$ cat config.mk
export PLATFORM = sky130hd
export DESIGN_NAME = mem_write_buffer_flat
export DESIGN_NICKNAME = d
export VERILOG_FILES = /design/src/rtl/mem_write_buffer_if.sv /design/src/rtl/mem_write_buffer.sv /design/src/flat_wrapper.sv
export SDC_FILE = /design/constraint.sdc
export NUM_CORES = 1
export LEC_CHECK = 0
export ABC_CLOCK_PERIOD_IN_PS = 3200
export CORE_MARGIN = 1.5
export CORE_UTILIZATION = 57
export CTS_CLUSTER_DIAMETER = 100
export DETAILED_ROUTE_END_ITERATION = 10
export PLACE_DENSITY = 0.82
export SYNTH_ARGS = -nofsm -noshare
export SYNTH_HDL_FRONTEND = slang
export SYNTH_SLANG_ARGS = --single-unit
$ cat constraint.sdc
create_clock -name clock -period 3.2 [get_ports clock]
set_clock_uncertainty 0.05 [all_clocks]
set_input_delay 0.32 -clock clock [delete_from_list [all_inputs] [get_ports clock]]
set_output_delay 0.32 -clock clock [all_outputs]
set_load 0.01 [all_outputs]
$ cat src/rtl/mem_write_buffer_if.sv
// ============================================================================
// Module  : mem_write_buffer_if
// Brief   : CPU-side and RAM-side signal bundle of the posted-write buffer.
// Revision: 1.0 - initial release
// ============================================================================
`default_nettype none

interface mem_write_buffer_if #(
  parameter int DEPTH  = 4,
  parameter int ADDR_W = 17,
  parameter int DATA_W = 32
);
  logic [ADDR_W-1:0]        cpu_addr;
  logic [DATA_W-1:0]        cpu_wdata;
  logic                     cpu_we;
  logic                     cpu_re;
  logic [DATA_W-1:0]        cpu_rdata;
  logic                     cpu_stall;
  logic [ADDR_W-1:0]        mem_addr;
  logic                     mem_we;
  logic [DATA_W-1:0]        mem_wdata;
  logic [DATA_W-1:0]        mem_rdata;
  logic [$clog2(DEPTH):0]   buf_count;
  logic                     empty;

  modport slave (
    input  cpu_addr, cpu_wdata, cpu_we, cpu_re, mem_rdata,
    output cpu_rdata, cpu_stall, mem_addr, mem_we, mem_wdata, buf_count, empty
  );

  modport master (
    output cpu_addr, cpu_wdata, cpu_we, cpu_re, mem_rdata,
    input  cpu_rdata, cpu_stall, mem_addr, mem_we, mem_wdata, buf_count, empty
  );
endinterface

`default_nettype wire

$ cat src/rtl/mem_write_buffer.sv
// ============================================================================
// Module  : mem_write_buffer
// Brief   : Posted-write FIFO in front of a word RAM; loads win the port and
//           forward from buffered stores. Option macro: WB_COALESCE_EN.
// Revision: 1.0 - initial release
// ============================================================================
`default_nettype none

module mem_write_buffer #(
  parameter int DEPTH  = 4,
  parameter int ADDR_W = 17,
  parameter int DATA_W = 32
) (
  input  logic              clock,
  input  logic              reset,
  mem_write_buffer_if.slave bus
);
  localparam int PTR_W = $clog2(DEPTH);
  localparam int CNT_W = PTR_W + 1;

  logic [ADDR_W-1:0] r_addr [DEPTH];
  logic [DATA_W-1:0] r_data [DEPTH];
  logic [PTR_W-1:0]  r_head;
  logic [PTR_W-1:0]  r_tail;
  logic [CNT_W-1:0]  r_count;

  logic [PTR_W-1:0]  w_newest;
  logic [PTR_W-1:0]  w_idx;
  logic              w_pop;
  logic              w_full;
  logic              w_stall;
  logic              w_coal;
  logic              w_push;
  logic              w_fwd_hit;
  logic [DATA_W-1:0] w_fwd_data;

  assign w_newest = r_tail - PTR_W'(1);
  assign w_pop    = (r_count != '0) && !bus.cpu_re;
  assign w_full   = (r_count == CNT_W'(DEPTH));
  assign w_stall  = bus.cpu_we && (bus.cpu_re || (w_full && !w_pop));

`ifdef WB_COALESCE_EN
  // The newest entry is only safe to rewrite when it is not the one leaving.
  assign w_coal = bus.cpu_we && !w_stall && (r_count != '0)
                  && (r_addr[w_newest] == bus.cpu_addr)
                  && !(w_pop && (r_count == CNT_W'(1)));
`else
  assign w_coal = 1'b0;
`endif

  assign w_push = bus.cpu_we && !w_stall && !w_coal;

  // Scan oldest to newest so the last hit is the most recent store.
  always_comb begin
    w_fwd_hit  = 1'b0;
    w_fwd_data = '0;
    w_idx      = r_head;
    for (int i = 0; i < DEPTH; i++) begin
      w_idx = r_head + PTR_W'(i);
      if ((CNT_W'(i) < r_count) && (r_addr[w_idx] == bus.cpu_addr)) begin
        w_fwd_hit  = 1'b1;
        w_fwd_data = r_data[w_idx];
      end
    end
  end

  assign bus.cpu_rdata = w_fwd_hit ? w_fwd_data : bus.mem_rdata;
  assign bus.cpu_stall = w_stall;
  assign bus.mem_we    = w_pop;
  assign bus.mem_addr  = (!bus.cpu_re && (r_count != '0)) ? r_addr[r_head] : bus.cpu_addr;
  assign bus.mem_wdata = r_data[r_head];
  assign bus.buf_count = r_count;
  assign bus.empty     = (r_count == '0);

  always_ff @(posedge clock or negedge reset) begin
    if (!reset) begin
      r_head  <= '0;
      r_tail  <= '0;
      r_count <= '0;
    end else begin
      if (w_pop) begin
        r_head <= r_head + PTR_W'(1);
      end
      if (w_push) begin
        r_tail <= r_tail + PTR_W'(1);
      end
      r_count <= r_count + CNT_W'(w_push) - CNT_W'(w_pop);
    end
  end

  // Entry payload carries no reset; validity comes from head/count alone.
  always_ff @(posedge clock) begin
    if (w_push) begin
      r_addr[r_tail] <= bus.cpu_addr;
      r_data[r_tail] <= bus.cpu_wdata;
    end else if (w_coal) begin
      r_data[w_newest] <= bus.cpu_wdata;
    end
  end
endmodule

`default_nettype wire
$ cat src/flat_wrapper.sv
// flat-port wrapper written by rule: the top's interface ports become plain ports
module mem_write_buffer_flat 
#(
  parameter int DEPTH  = 4,
  parameter int ADDR_W = 17,
  parameter int DATA_W = 32
)
  (clock, reset, bus_cpu_addr, bus_cpu_wdata, bus_cpu_we, bus_cpu_re, bus_mem_rdata, bus_cpu_rdata, bus_cpu_stall, bus_mem_addr, bus_mem_we, bus_mem_wdata, bus_buf_count, bus_empty);
  mem_write_buffer_if #(.DEPTH(DEPTH), .ADDR_W(ADDR_W), .DATA_W(DATA_W)) bus_i ();
  input  logic clock;
  input  logic reset;
  input wire logic [$bits(bus_i.cpu_addr)-1:0] bus_cpu_addr;
  input wire logic [$bits(bus_i.cpu_wdata)-1:0] bus_cpu_wdata;
  input wire logic [$bits(bus_i.cpu_we)-1:0] bus_cpu_we;
  input wire logic [$bits(bus_i.cpu_re)-1:0] bus_cpu_re;
  input wire logic [$bits(bus_i.mem_rdata)-1:0] bus_mem_rdata;
  output wire logic [$bits(bus_i.cpu_rdata)-1:0] bus_cpu_rdata;
  output wire logic [$bits(bus_i.cpu_stall)-1:0] bus_cpu_stall;
  output wire logic [$bits(bus_i.mem_addr)-1:0] bus_mem_addr;
  output wire logic [$bits(bus_i.mem_we)-1:0] bus_mem_we;
  output wire logic [$bits(bus_i.mem_wdata)-1:0] bus_mem_wdata;
  output wire logic [$bits(bus_i.buf_count)-1:0] bus_buf_count;
  output wire logic [$bits(bus_i.empty)-1:0] bus_empty;
  assign bus_i.cpu_addr = bus_cpu_addr;
  assign bus_i.cpu_wdata = bus_cpu_wdata;
  assign bus_i.cpu_we = bus_cpu_we;
  assign bus_i.cpu_re = bus_cpu_re;
  assign bus_i.mem_rdata = bus_mem_rdata;
  assign bus_cpu_rdata = bus_i.cpu_rdata;
  assign bus_cpu_stall = bus_i.cpu_stall;
  assign bus_mem_addr = bus_i.mem_addr;
  assign bus_mem_we = bus_i.mem_we;
  assign bus_mem_wdata = bus_i.mem_wdata;
  assign bus_buf_count = bus_i.buf_count;
  assign bus_empty = bus_i.empty;
  mem_write_buffer #(.DEPTH(DEPTH), .ADDR_W(ADDR_W), .DATA_W(DATA_W)) u_core (.clock(clock), .reset(reset), .bus(bus_i));
endmodule
# Yosys cells after proc, flatten, opt, wreduce, memory -nomap -nowiden
# Memories as Yosys holds them, arrays and structs flattened.
# Cells that the tools add are included.
[classes]
n_eq_ne = 5
reduce_logical = 14
magnitude_cmp = 4
n_mux = 12
addsub = 6
[ops]
columns = ["operator", "n"]
rows = [
  ["$mux W32", 5],
  ["$eq A17 B17 Y1", 4],
  ["$mux W17", 1],
  ["$logic_and A1 B1 Y1", 8],
  ["$lt A1 B3 Y1 const A", 2],
  ["$lt A2 B3 Y1 const A", 2],
  ["$mux W1", 6],
  ["$add A2 B1 Y2 const B", 2],
  ["$add A2 B2 Y2 const B", 2],
  ["$add A3 B1 Y3", 1],
  ["$eq A3 B3 Y1 const B", 1],
  ["$logic_not A1 Y1", 3],
  ["$logic_not A3 Y1", 1],
  ["$reduce_bool A3 Y1", 1],
  ["$sub A3 B1 Y3", 1],
  ["$logic_or A1 B1 Y1", 1],
]
[word_totals]
mem_bits_rw = 196
out_inout_bits = 87
mem_count = 2
reg_bits = 7
[memory_table]
columns = ["name", "words", "width", "read_ports", "rd_clocked_by_memory_dff", "write_ports", "line_no", "rtl"]
rows = [
  ["u_core.r_data", 4, 32, 4, 0, 1, "mem_write_buffer.sv:22", "logic [DATA_W-1:0] r_data [DEPTH];"],
  ["u_core.r_addr", 4, 17, 4, 0, 1, "mem_write_buffer.sv:21", "logic [ADDR_W-1:0] r_addr [DEPTH];"],
]

# Longest topological paths before layout
# Gate-level depths: netlist (run 1).
[logic_depth]
depth_word = 10
ltp_mapped = 15

# Worst setup path after synthesis (run 1)
# OpenSTA, ideal clock, no wires.
[synth_path]
kind = "flip-flop to output port"
startpoint = "register u_core.r_head[1]"
endpoint = "output port bus_cpu_rdata[30]"
arrival_ns = 2.722
path_slack_ns = 0.108
path_buffers = 7
path_stages_with_launch = 16
path_cell_list = "dfrtp_1 > buf_6 > buf_12 > buf_6 > buf_6 > buf_2 > mux4_2 > xnor2_1 > nand3_1 > nor4b_1 > nand4_1 > buf_2 > buf_2 > o31ai_1 > a221oi_1 > o21ai_1"
[synth_between]
elab_chain_len = 8
elab_cells_between_ends = 22
classes_between = "add/sub (3); eq/ne (4); mux (9); reduce/logical (4); memory (2)"
[synth_lines]
columns = ["element", "line_no", "rtl"]
rows = [
  ["start, declared", "mem_write_buffer.sv:23", "logic [PTR_W-1:0] r_head;"],
  ["start signal, assigned", "mem_write_buffer.sv:82", "r_head <= r_head + PTR_W'(1);"],
  ["$add A2 B1 Y2 or $mem_v2 Z4 W17 (tied branches)", "--", ""],
  ["$mem_v2 Z4 W17 or $eq A17 B17 Y1 (tied branches)", "--", ""],
  ["$eq A17 B17 Y1 or $logic_and A1 B1 Y1 (tied branches)", "mem_write_buffer.sv:60", "if ((CNT_W'(i) < r_count) && (r_addr[w_idx] == bus.cpu_addr)) begin"],
  ["$logic_and A1 B1 Y1, or another cell as far along", "mem_write_buffer.sv:60", ""],
  ["$mux W32 or $mux W1 (tied branches) (3 in a row)", "mem_write_buffer.sv:60", ""],
  ["$mux W32 *", "mem_write_buffer.sv:67", "assign bus.cpu_rdata = w_fwd_hit ? w_fwd_data : bus.mem_rdata;"],
  ["end, declared", "flat_wrapper.sv:17", "output wire logic [$bits(bus_i.cpu_rdata)-1:0] bus_cpu_rdata;"],
]
# Every way passes the cells marked *; elsewhere a longest branch is shown, timed or not.

# Worst setup path after layout (run 1)
[layout_path]
startpoint = "register u_core.r_head[1]"
endpoint = "output port bus_cpu_rdata[18]"
# Same word-level chain as after synthesis.

==> results.cfg, run 1 <==
[setup_path]
cp.required_ns = 2.83
cp_cell_sequence = buf_12 > mux4_2 > xnor2_2 > nor4_4 > buf_4 > nand3_2 > or4_4 > a211oi_4 > buf_12 > buf_6 > buf_6 > buf_6 > a221oi_2 > o21ai_2 > buf_2
crit_path_max_incr_delay_ns = 0.58
start_kind = flip-flop
reg2reg_depth = 9
r2r_end = u_core.bus.buf_count[2]$_DFF_PN0_
r2r-start = u_core.bus.buf_count[0]$_DFF_PN0_
critPathKind = flip-flop to primary output
cp_slowest_cell = or4_4
cp_max_fo = 5
arrival_ns = 3.99
r2r_setup_slack_ns = 0.81
endpoint_kind = primary output
critPathMostFrequentCell = buf_6

[yosys]
synth_fa_ha_area_share_pct = 0.907
yosys.area.top_type = edfxtp_1
muxShareOfSynthArea_pct = 22.4
synth_top_family_by_area = multiplexers
synth_top_area_share_pct = 44.4
synth_cell_types = 66
synth_compound_area_share_pct = 14.2
synth_cells = 1145
synth-seq-cells = 203
ys_warn_count = 0
synth.avg_cell_area_um2 = 11.6
synthFlopType = edfxtp_1
async_flop_share_pct = 3.45
synthesis.area_um2 = 13200
synthXorXnorAreaFrac_pct = 4.69
synth-edff-count = 196
syn_nets = 1239
synthSimpleGateAreaFrac_pct = 8.00
synthTopCellsByArea = edfxtp_1, mux2i_1, nand2_1
synth-seq-area-share_pct = 45.8

[job]
cap_viol_max_count = 0

[drt]
route.met3.wl_um = 3540
vias_per_cell = 6.32
antenna_left = 0
post-route-drc-count = 0
top_layer_used = met5
drt-total-wl_um = 39100
first_pass_iters = 5
wl_met2_um = 19100
drtIter0Drc = 1075
wl_per_cell_um = 22.1
wl_met1_um = 15000
dr_total_vias = 11200

[cts]
cts_tree = yes
clk_pin_slew_ns = 0.06
numClockSinks = 203
cts_buffer_depth = 3
cts_hold_repair.buffers = 0
cts_made_buffers = 22
h-tree-depth = 1
cts-root-buf = clkbuf_16
insertion_delay_ns = 0.51

[timing]
fin_ws_ns = -1.16
slew_viol_final = 0
fmax_ghz = 0.229
hold_violations = 0
rsz0062_at_grt = yes
finalSetupViolations = 32
min_period_ns = 4.36
slew_headroom_pct = 50.7
min_period_over_period_pct = 136
worst_slew_pin_slew_ns = 0.739

[global_route]
grt_pass1_vias = 11000
grt_max_degree = 83
grt.total_usage_pct = 31.2
antenna_found_initial = 1
grt_pass1_wl_um = 58800
gr-total-overflow = 0

[placement]
gp_congestion = 0.944
dpl.hpwl_um = 25200
io_buffers = 171
dp_slack_ns = -0.934

[floorplan]
die_width_um = 155
die_area_um2 = 24200
floorplan.initialDensity_pct = 58.3
fp-row-count = 55
coreArea_um2 = 22700
fp.dieH_um = 155
io_pins = 172

[power_and_ir_drop]
internal_power_mw = 8.69
ir_drop_uv = 494
pwr-share-seq_pct = 24.1
p_per_area_nw_per_um2 = 800
p_leak_nw = 6.96
p_sw_mw = 5.49
p_clk_share_pct = 17.6
finalPower_mw = 14.2
comb_power_share_pct = 58.3
p_sw_share_pct = 38.7

[final_layout]
final_common_cell = nand2_1
fin_nets = 1563
diodes = 0
area_delta_synth_final_pct = 33.8
layout_common_cells = nand2_1, edfxtp_1, buf_4, mux2i_1, clkdlybuf4s50_1
drive_above_1_share_pct = 31.2
nFillCells = 1362

[status]
violations = negative setup slack
status = complete, but fails checks

[min_path]
hold_class = primary input to asynchronous set/reset pin
sequential cells by signal, summed over array words and instances, names as in the netlist:
register and count:
u_core.bus.buf_count 3, u_core.r_head 2, u_core.r_data 128, u_core.r_tail 2, u_core.r_addr 68
routing by layer:
layer / vias up / GRT usage (%)
met2: 690 / 52.8
li1: 4986 / -
met3: 116 / 5.43
met1: 5401 / 40.4
met5: - / 0
met4: 2 / 11.7
critical path: cells and delay by family, from the launching register on:
kind,cells,cell delay (ns)
xor+xnor,1,0.17
simple gates,3,0.97
buf+inv,7,0.91
compound gates,3,0.40
flops,1,0.49
mux,1,0.54
cells in the mapped netlist, types with 29 or more instances:
cell type	number
nand2_1	197
edfxtp_1	196
mux2i_1	177
o21ai_0	78
clkbuf_1	46
xnor2_1	44
a21oi_1	42
mux2_2	40
o31ai_1	32
a221oi_2	30
o21ai_2	30
buf_2	29
worst max-delay path by stage:
stage / slack, ns / start / cells past startpoint / endpoint
2_1_floorplan: 0.11 / u_core.r_head[1]$_DFFE_PN0N_ / 15 / bus_cpu_rdata[30]
3_3_place_gp: -0.91 / u_core.r_head[1]$_DFFE_PN0N_ / 13 / bus_cpu_rdata[4]
3_5_place_dp: -0.93 / u_core.r_head[1]$_DFFE_PN0N_ / 13 / bus_cpu_rdata[4]
4_1_cts: -1.18 / u_core.r_head[1]$_DFFE_PN0N_ / 16 / bus_cpu_rdata[30]
5_1_grt: -1.27 / u_core.r_head[1]$_DFFE_PN0N_ / 16 / bus_cpu_rdata[18]
6_report: -1.16 / u_core.r_head[1]$_DFFE_PN0N_ / 15 / bus_cpu_rdata[18]
per-stage QoR:
stage	hold slack [ns]	TNS (ns)	area, um2	cells	utilization, %
floorplan	-0.0256	0	13200	1145	-
global placement	0.563	-27.46	16600	1699	72.9
detailed placement	0.578	-28.27	16600	1699	72.9
CTS	0.0432	-34.37	17500	1759	77.0
global route	0.0696	-38.03	17700	1770	78.0
finish	0.0475	-34.61	17700	1770	78.0
power by group through the flow:
stage | Clock (mW) | Sequential (mW) | Combinational [mW]
global placement | 0 | 3.43 | 7.16
floorplan | 0 | 3.42 | 4.69
CTS | 2.51 | 3.41 | 7.75
detailed placement | 0 | 3.45 | 7.36
global route | 2.60 | 3.45 | 8.72
finish | 2.49 | 3.42 | 8.27
kinds of logic (layout without fill, tap and decap cells):
group | Yosys count | count (layout)
compound gates | 249 | 249
xor+xnor | 71 | 71
fa+ha+maj | 9 | 9
buf+inv | 111 | 451
flops | 203 | 203
mux | 250 | 250
simple gates | 252 | 252
area by class of cell:
type | instances | area (um2) | share of cell area [%]
clock buffer | 25 | 583 | 3.29
clock inverter | 15 | 118 | 0.664
inverter | 14 | 55.1 | 0.311
multi-input combinational | 831 | 6830 | 38.5
sequential | 203 | 6070 | 34.2
tap | 285 | 357 | 2.01
timing repair buffer | 397 | 3710 | 20.9
timing repair:
item                                    4_1_cts  5_1_grt
resized for setup                           158       35
gates cloned                                  4        3
setup buffers                                19       11
pin swaps                                     8       19
endpoints found under the setup margin       64       63
Power figures use the tool's default switching activity.
==> run 2: changes to the inputs <==
--- a/config.mk
+++ b/config.mk
@@ -5,12 +5,13 @@
 export SDC_FILE = /design/constraint.sdc
 export NUM_CORES = 1
 export LEC_CHECK = 0
+export ABC_AREA = 1
 export ABC_CLOCK_PERIOD_IN_PS = 3200
 export CORE_MARGIN = 1.5
 export CORE_UTILIZATION = 57
 export CTS_CLUSTER_DIAMETER = 100
 export DETAILED_ROUTE_END_ITERATION = 10
-export PLACE_DENSITY = 0.82
+export PLACE_DENSITY = 0.81
 export SYNTH_ARGS = -nofsm -noshare
 export SYNTH_HDL_FRONTEND = slang
 export SYNTH_SLANG_ARGS = --single-unit
==> run 2 against run 1 <==
  * Maximum frequency increased by 20%
  * Synthesized area rose by 9.0%
  * Synthesized cell count grew 76%
  * Sequential share of layout area shrank 2.7 points
  * Wire length up 23%
  * Largest cell class unchanged
  * The flow still finishes with violations (negative setup slack)
  * Combinational power grew 31%
==> results.cfg, run 2 <==
[yosys]
synth-seq-area-share_pct = 42.0
synthTopCellsByArea = edfxtp_1, nand2_1, o21ai_0
yosys.area.top_type = edfxtp_1
synthesis.area_um2 = 14400
synth_cell_types = 32
synth_top_area_share_pct = 40.8
syn_nets = 2111
synthFlopType = edfxtp_1
ys_warn_count = 0
synth-edff-count = 196
synth_fa_ha_area_share_pct = 0.832
synthSimpleGateAreaFrac_pct = 35.1
synth_compound_area_share_pct = 8.72
synth-seq-cells = 203
synth_top_family_by_area = simple AND/OR/NAND/NOR gates
yosysMostFrequentCell = nand2_1
async_flop_share_pct = 3.45
muxShareOfSynthArea_pct = 4.44
synthXorXnorAreaFrac_pct = 0.364
synth_commonest_cells = nand2_1, o21ai_0, edfxtp_1, nand3_1, inv_1
synth.avg_cell_area_um2 = 7.16
synth_cells = 2017

[cts]
numClockSinks = 203
cts_buffer_depth = 3
insertion_delay_ns = 0.52
clk_pin_slew_ns = 0.06
cts-root-buf = clkbuf_16
cts_hold_repair.buffers = 0
cts_tree = yes
h-tree-depth = 1
cts_made_buffers = 23

[setup_path]
start_kind = flip-flop
arrival_ns = 3.28
cp.required_ns = 2.83
cp_cell_sequence = nand2_1 > nand2_8 > buf_12 > nand2_1 > nand2_1 > nand2_2 > buf_4 > nand2_1 > nor2_1 > nand2_1 > nor2_2 > nand3_4 > buf_12 > nand2_1 > inv_1 > nand2_1 > nand2_1 > nand2_2 > buf_6
path_buf_inv = 5
critical-path-top-delay-family = simple AND/OR/NAND/NOR gates
cp_max_fo = 11
critPathMostFrequentCell = nand2_1
crit_path_max_incr_delay_ns = 0.57
critPathKind = flip-flop to primary output
cp_slowest_cell = dfrtp_4
r2r-start = u_core.bus.buf_count[2]$_DFF_PN0_
endpoint_kind = primary output
cp-startpoint = u_core.r_head[0]$_DFFE_PN0N_

[status]
status = complete, but fails checks
violations = negative setup slack

[final_layout]
area_delta_synth_final_pct = 33.1
fin_nets = 2386
top_register = u_core.r_data
drive_above_1_share_pct = 17.3
final_common_cell = nand2_1
largest_reg_flops = 128
layout_common_cells = nand2_1, edfxtp_1, o21ai_0, inv_1, nand3_1
diodes = 0

[drt]
antenna_left = 0
drtIter0Drc = 2027
drt-total-wl_um = 48200
vias_per_cell = 5.96
first_pass_iters = 8
wl_per_cell_um = 18.3
post-route-drc-count = 0
dr_total_vias = 15700

[timing]
hold_violations = 0
finalSetupViolations = 33
min_period_over_period_pct = 114
hold_slack_ns = 0.0439
fmax_ghz = 0.274
rsz0062_at_grt = yes
slew_headroom_pct = 60.3
worst_slew_pin_slew_ns = 0.595
min_period_ns = 3.65
fin_tns_setup_ns = -11.41
fin_ws_ns = -0.446
slew_viol_final = 0

[placement]
dpl.hpwl_um = 29700
gp_congestion = 0.964
io_buffers = 171

[global_route]
grt_pass1_wl_um = 71800
grt_pass1_vias = 14600
grt.total_usage_pct = 34.2
grt_max_degree = 57
antenna_found_initial = 1
gr-total-overflow = 0

[floorplan]
die_width_um = 162
coreArea_um2 = 25000
die_area_um2 = 26300
floorplan.initialDensity_pct = 57.7
io_pins = 172
fp-row-count = 58
fp.dieH_um = 162

[job]
cap_viol_max_count = 0

[power_and_ir_drop]
p_leak_nw = 8.89
ir_drop_uv = 495
p_per_area_nw_per_um2 = 878

[min_path]
hold_class = primary input to asynchronous set/reset pin
[run 2: changes by cell type after synthesis, sizes merged, moves of 29 or more]
cell / change
o21ai: +129
nand3: +155
nand4: +96
buf: +37
o31ai: -32
a21oi: -39
mux2i: -116
xnor2: -43
mux2: -41
nor2: +102
inv: +138
mux4: -29
nand2: +629
a221oi: -33
[run 2: cell families after synthesis]
kind of cell / Yosys count
AO/OA/AOI/OAI: 248
XOR/XNOR: 6
adder cells (fa/ha/maj): 9
buffers and inverters: 280
flip-flops: 203
multiplexers: 64
AND/OR/NAND/NOR: 1207
[run 2: final timing paths]
| kind | depth (start not counted) | endpoint | slack (ns) |
|---|---|---|---|
| max | 19 | bus_cpu_rdata[0] | -0.45 |
| min | 1 | u_core.bus.buf_count[1]$_DFF_PN0_ | 0.04 |
| max reg2reg | 9 | u_core.bus.buf_count[2]$_DFF_PN0_ | 0.98 |
| min reg2reg | 1 | u_core.r_tail[0]$_DFFE_PN0P_ | 0.49 |
| max in group asynchronous | 1 | u_core.r_head[0]$_DFFE_PN0N_ | 2.74 |
| min in group clock | 1 | u_core.r_data[3][17]$_DFFE_PP_ | 0.36 |
[run 2: layout make-up]
class	count	area, um2
inverter	151	582
timing repair buffer	379	3840
clock inverter	13	120
fill	1702	5820
sequential	203	6070
clock buffer	29	628
multi-input combinational	1534	7570
tap	330	413
[run 2: layer usage]
| layer | vias to the layer above | track usage, % | part of all wire [%] |
|---|---|---|---|
| met5 | - | 0 | 0.027 |
| met4 | 2 | 15.9 | 4.1 |
| li1 | 7280 | - | - |
| met1 | 7122 | 43.8 | 37 |
| met2 | 1117 | 56.9 | 47 |
| met3 | 219 | 5.57 | 12 |
[run 2: metrics by stage]
stage               setup slack (ns)  area (um2)  std cells  total power [mW]  utilization (%)
floorplan                    -0.0632       14400       2017              9.10                -
global placement             -0.0978       17600       2570              12.5             70.3
detailed placement            -0.163       17600       2570              12.8             70.3
CTS                           -0.367       18600       2622              15.8             74.4
global route                  -0.548       19200       2639              17.9             76.8
finish                        -0.446       19200       2639              16.9             76.8
[run 2: report_power, final]
group | switching (mW) | internal (mW) | leakage (nW)
registers | 0.180 | 3.24 | 1.86
logic | 6.33 | 4.46 | 6.66
clock network | 1.11 | 1.55 | 0.373
[run 2: worst register-to-register path: stages, from the launching register on]
cell and delay, ns:
dfrtp_1 0.38, buf_4 0.17, nor3_1 0.20, nor2_1 0.10
buf_4 0.18, ha_1 0.28, inv_1 0.04, ha_1 0.18
fa_1 0.40, xnor2_1 0.14
[run 2: timing repair]
| item | CTS | global route |
|---|---|---|
| pin swaps | 9 | 49 |
| gates cloned | 4 | 11 |
| hold endpoints to repair | 0 | 0 |
| buffers inserted | 6 | 7 |
| endpoints found under the setup margin | 55 | 62 |
| gates resized for setup | 83 | 220 |
